[src/rtl/fetch_unit.sv]
// Instruction fetch: FETCH -> HOLD -> EXEC loop, min 3 cycles/instr; imem_req held until ack, instr held until ready.
// Optional perf counters built only when FETCH_PERF_CNT_EN is defined.
module fetch_unit #(
  parameter logic [31:0] RESET_PC = 32'h0000_0000
) (
  input  logic        clk,
  input  logic        rst,
  output logic        imem_req,
  output logic [31:0] imem_addr,
  input  logic        imem_ack,
  input  logic [31:0] imem_rdata,
  output logic        instr_valid,
  input  logic        instr_ready,
  output logic [31:0] instr,
  output logic [5:0]  opcode,
  output logic [31:0] pc_out,
  input  logic        resolve_valid,
  input  logic        branch,
  input  logic        bne,
  input  logic        jump,
  input  logic        zero,
  output logic [31:0] instr_count,
  output logic [31:0] redirect_count
);

  typedef enum logic [1:0] {
    FETCH = 2'd0,
    HOLD  = 2'd1,
    EXEC  = 2'd2
  } state_t;

  state_t      state;
  state_t      state_nxt;
  logic [31:0] pc;
  logic [31:0] instr_q;
  logic [31:0] pc4;
  logic [31:0] br_off;
  logic [31:0] next_pc;
  logic        taken;

  always_ff @(posedge clk) begin
    if (rst) begin
      state <= FETCH;
    end else begin
      state <= state_nxt;
    end
  end

  always_comb begin
    state_nxt = state;
    case (state)
      FETCH:   if (imem_ack)      state_nxt = HOLD;
      HOLD:    if (instr_ready)   state_nxt = EXEC;
      EXEC:    if (resolve_valid) state_nxt = FETCH;
      default:                    state_nxt = FETCH;
    endcase
  end

  always_comb begin
    imem_req    = 1'b0;
    instr_valid = 1'b0;
    case (state)
      FETCH:   imem_req    = 1'b1;
      HOLD:    instr_valid = 1'b1;
      default: ;
    endcase
  end

  // Next-PC selection; jump overrides any branch condition.
  assign pc4     = pc + 32'd4;
  assign br_off  = {{14{instr_q[15]}}, instr_q[15:0], 2'b00};
  assign taken   = (branch & zero) | (bne & ~zero);

  always_comb begin
    next_pc = pc4;
    if (jump) begin
      next_pc = {pc4[31:28], instr_q[25:0], 2'b00};
    end else if (taken) begin
      next_pc = pc4 + br_off;
    end
  end

  always_ff @(posedge clk) begin
    if (rst) begin
      pc <= RESET_PC;
    end else if (state == EXEC && resolve_valid) begin
      pc <= next_pc;
    end
  end

  always_ff @(posedge clk) begin
    if (rst) begin
      instr_q <= 32'd0;
    end else if (state == FETCH && imem_ack) begin
      instr_q <= imem_rdata;
    end
  end

  assign imem_addr = pc;
  assign pc_out    = pc;
  assign instr     = instr_q;
  assign opcode    = instr_q[31:26];

`ifdef FETCH_PERF_CNT_EN
  logic [31:0] instr_cnt_q;
  logic [31:0] redirect_cnt_q;

  always_ff @(posedge clk) begin
    if (rst) begin
      instr_cnt_q    <= 32'd0;
      redirect_cnt_q <= 32'd0;
    end else begin
      if (state == HOLD && instr_ready) begin
        instr_cnt_q <= instr_cnt_q + 32'd1;
      end
      if (state == EXEC && resolve_valid && (jump || taken)) begin
        redirect_cnt_q <= redirect_cnt_q + 32'd1;
      end
    end
  end

  assign instr_count    = instr_cnt_q;
  assign redirect_count = redirect_cnt_q;
`else
  assign instr_count    = 32'd0;
  assign redirect_count = 32'd0;
`endif

endmodule
[config.mk]
export PLATFORM = sky130hd
export DESIGN_NAME = fetch_unit
export DESIGN_NICKNAME = d
export VERILOG_FILES = /design/src/rtl/fetch_unit.sv
export SDC_FILE = /design/constraint.sdc
export NUM_CORES = 1
export LEC_CHECK = 0
export CORE_ASPECT_RATIO = 0.7
export CORE_MARGIN = 5
export CORE_UTILIZATION = 46
export CTS_CLUSTER_DIAMETER = 40
export DETAILED_ROUTE_END_ITERATION = 10
export PLACE_DENSITY_LB_ADDON = 0.25
export SETUP_SLACK_MARGIN = 0.2
export SLEW_MARGIN = 20
export SYNTH_ARGS = -nofsm -noshare
export SYNTH_HDL_FRONTEND = slang
export SYNTH_SLANG_ARGS = --single-unit
[constraint.sdc]
create_clock -name clk -period 5.2 [get_ports clk]
set_input_delay 0.78 -clock clk [delete_from_list [all_inputs] [get_ports clk]]
set_output_delay 0.78 -clock clk [all_outputs]
set_load 0.02 [all_outputs]
==> impl_metrics.py <==
metrics = {
    "cells_and_area": {
        "area_growth_pct": 23.8,
        "antennaDiodeCount": 0,
        "fin_nets": 938,
        "drive_gt1_share_pct": 5.09,
    },
    "grt": {
        "overflow": 0,
        "track_usage_pct": 24.9,
        "grt_pass1_wl_mm": 28.5,
        "antenna_found_initial": 0,
        "grt_max_degree": 53,
        "grt_pass1_vias": 5146,
    },
    "synthesis": {
        "ys_seq_elements": 64,
        "synth_top_area_share_pct": 22.8,
        "ys_seq_area_share_pct": 22.8,
        "syn-cell-area_sq_um": 5610,
        "synth_cells": 768,
        "syn_avg_cell_area_sq_um": 7.31,
        "synth.distinct_cells": 60,
        "synth_edf_count": 0,
        "ys_top_cells_by_area": "dfxtp_1 23%, buf_4 14%, nand2_1 8.3%, ha_1 8.2%, a21oi_1 8.1%",
        "yosys_warnings": 0,
        "synth-simple-area-share_pct": 20.4,
        "synth_top_family_by_area": "compound AO/OA/AOI/OAI gates",
        "synthAdderAreaFrac_pct": 8.60,
        "async_reset_ff_share_pct": 0,
        "ys.flop_type": "dfxtp_1",
        "synth.mux.area_fraction_pct": 0.936,
        "synth_compound_area_share_pct": 22.3,
        "yosysTopAreaCell": "dfxtp_1",
        "synth_xor_area_share_pct": 7.80,
    },
    "timing": {
        "period_minus_slack_ns": 4.18,
        "finalMaxSlewViolations": 0,
        "worstMarginPinSlew_ns": 0.738,
        "hold_viol_final": 0,
        "max_freq_mhz": 239,
        "finClkSkew_ns": 0.00822,
        "rsz0062_at_grt": "false",
        "finalSetupViolCount": 0,
        "slew_headroom_pct": 50.4,
        "post-route-period-util_pct": 80.4,
        "setup-tns-final_ns": 0,
    },
    "status": {
        "status": "completed",
    },
    "die": {
        "initial_utilization_pct": 47.5,
        "fp-row-count": 33,
        "core_sq_um": 11800,
        "die_w_um": 142,
        "ioPinCount": 209,
        "die_area_sq_um": 14500,
        "die_h_um": 102,
    },
    "clock_tree": {
        "root_buffer": "clkbuf_16",
        "cts_hold_buf": 0,
        "cts_tree": "done",
        "ctsResizeCount": 0,
        "h-tree-depth": 3,
        "clk_latency_ns": 0.34,
        "cts_setup_buffers": 0,
        "clk_path_buf_depth": 2,
        "clock-sinks": 64,
        "clk_pin_slew_ns": 0.06,
        "numCtsBuffers": 9,
    },
    "worst_hold_path": {
        "hold_path.class": "flop to flop",
        "hold_depth": 2,
    },
    "worst_setup_path": {
        "reg2regPathDepth": 16,
        "cp-start-kind": "flop",
        "critPathKind": "flop to flop",
        "critPathArrivalTime_ns": 4.42,
        "worst-path-max-fanout": 7,
        "crit_path_end_kind": "flop",
        "crit_required_ns": 5.44,
    },
    "placed_design": {
        "gp_congestion": 0.987,
        "port_buffers": 140,
        "hpwl_mm": 13.9,
    },
    "route": {
        "drc": 0,
        "routedWlPerCell_um": 18.2,
        "via_count": 5520,
        "routed_wl_mm": 18.6,
        "drtAntennaViolNets": 0,
        "drtIter0Drc": 431,
        "drtPass1Iterations": 5,
        "vias_per_cell": 5.41,
    },
    "pwr": {
        "finalPower_mw": 1.56,
        "vdd_drop_max_mv": 0.195,
        "p_leak_nw": 2.82,
        "cellPowerDensity_nw_per_um2": 224,
    },
    "job": {
        "cap_viol_max_count": 0,
    },
}
-- sequential cells by signal, summed over array words and instances (netlist names) --
register,count
state,2
imem_addr,30
instr,32
-- metal layers --
metal | GRT usage, % | wire length, um | vias to the layer above
met5 | 0 | 0 | -
li1 | - | - | 2674
met1 | 36.1 | 8640 | 2518
met3 | 8.51 | 2130 | 21
met2 | 35.6 | 7600 | 307
met4 | 5.75 | 241 | 0
-- final cells by class --
type	instances	area, sq um
clock buffer	9	225
clock inverter	7	105
fill	1069	4860
inverter	15	56.3
multi-input combinational	621	3630
sequential	64	1280
tap	157	196
timing repair buffer	148	1460
-- through the flow --
stage / std cells / instance area, sq um / hold slack (ns) / util, % / setup WS, ns
3_3_place_gp: 1005 / 6620 / 0.458 / 56.0 / 1.29
4_1_cts: 1021 / 6950 / 0.483 / 58.8 / 1.09
5_1_grt: 1021 / 6950 / 0.499 / 58.9 / 0.721
6_report: 1021 / 6950 / 0.482 / 58.9 / 1.02
2_1_floorplan: 835 / 5860 / 0.499 / - / 1.38
3_5_place_dp: 1005 / 6620 / 0.465 / 56.0 / 1.14
-- worst max-delay path, stage by stage, from the launching register on --
cell and delay (ns):
dfxtp_1 0.46, nand3_1 0.17, nor2_1 0.34, nand3_1 0.22, nor2_1 0.21, xnor2_1 0.14
ha_1 0.40, nand2_1 0.07, o21a_1 0.18, o21ai_0 0.14, a21oi_1 0.10, o41ai_1 0.50
nor2b_1 0.28, nand2b_1 0.09, a31oi_1 0.16, mux2_2 0.35, a311oi_1 0.28
-- worst paths after layout --
kind / from / endpoint / slack [ns]
max: imem_addr[5]$_SDFFE_PP0P_ / imem_addr[28]$_SDFFE_PP0P_ / 1.02
max reg2reg: imem_addr[5]$_SDFFE_PP0P_ / imem_addr[28]$_SDFFE_PP0P_ / 1.02
min reg2reg: instr[23]$_SDFFE_PP0P_ / instr[23]$_SDFFE_PP0P_ / 0.48
min: instr[23]$_SDFFE_PP0P_ / instr[23]$_SDFFE_PP0P_ / 0.48
-- cells in the final DEF (no fill, tap or decap), types with 9 or more instances in the layout --
cell type and instances:
clkbuf_16 9, xor2_1 21, o21ai_0 26, a21o_1 15, clkdlybuf4s50_1 139, a21oi_1 91
nor3_1 15, o211ai_1 19, conb_1 68, nor2_1 58, nand2_1 123, dfxtp_1 64
nand3_1 27, ha_1 37, xnor2_1 29, inv_1 15
-- Yosys cell counts, types with 19 or more instances --
library cell	n
a21oi_1	91
buf_4	104
clkbuf_1	28
dfxtp_1	64
ha_1	37
nand2_1	124
nand3_1	27
nor2_1	58
o211ai_1	19
o21ai_0	26
xnor2_1	29
xor2_1	21
-- power by group --
| group | internal [mW] | switching (mW) | leakage (nW) | total, mW |
|---|---|---|---|---|
| registers | 0.511 | 0.0293 | 0.521 | 0.540 |
| clock network | 0.426 | 0.262 | 0.158 | 0.688 |
| logic | 0.123 | 0.206 | 2.14 | 0.329 |
-- cell families (layout without fill, tap and decap cells) --
| family | count (synthesis) | count (layout) |
|---|---|---|
| compound gates | 200 | 200 |
| xor+xnor | 50 | 50 |
| fa+ha+maj | 38 | 38 |
| buf+inv | 150 | 179 |
| flops | 64 | 64 |
| mux | 5 | 5 |
| other cells | 1 | 68 |
| simple gates | 260 | 260 |
Note: power is estimated with default switching activity, not from simulation.
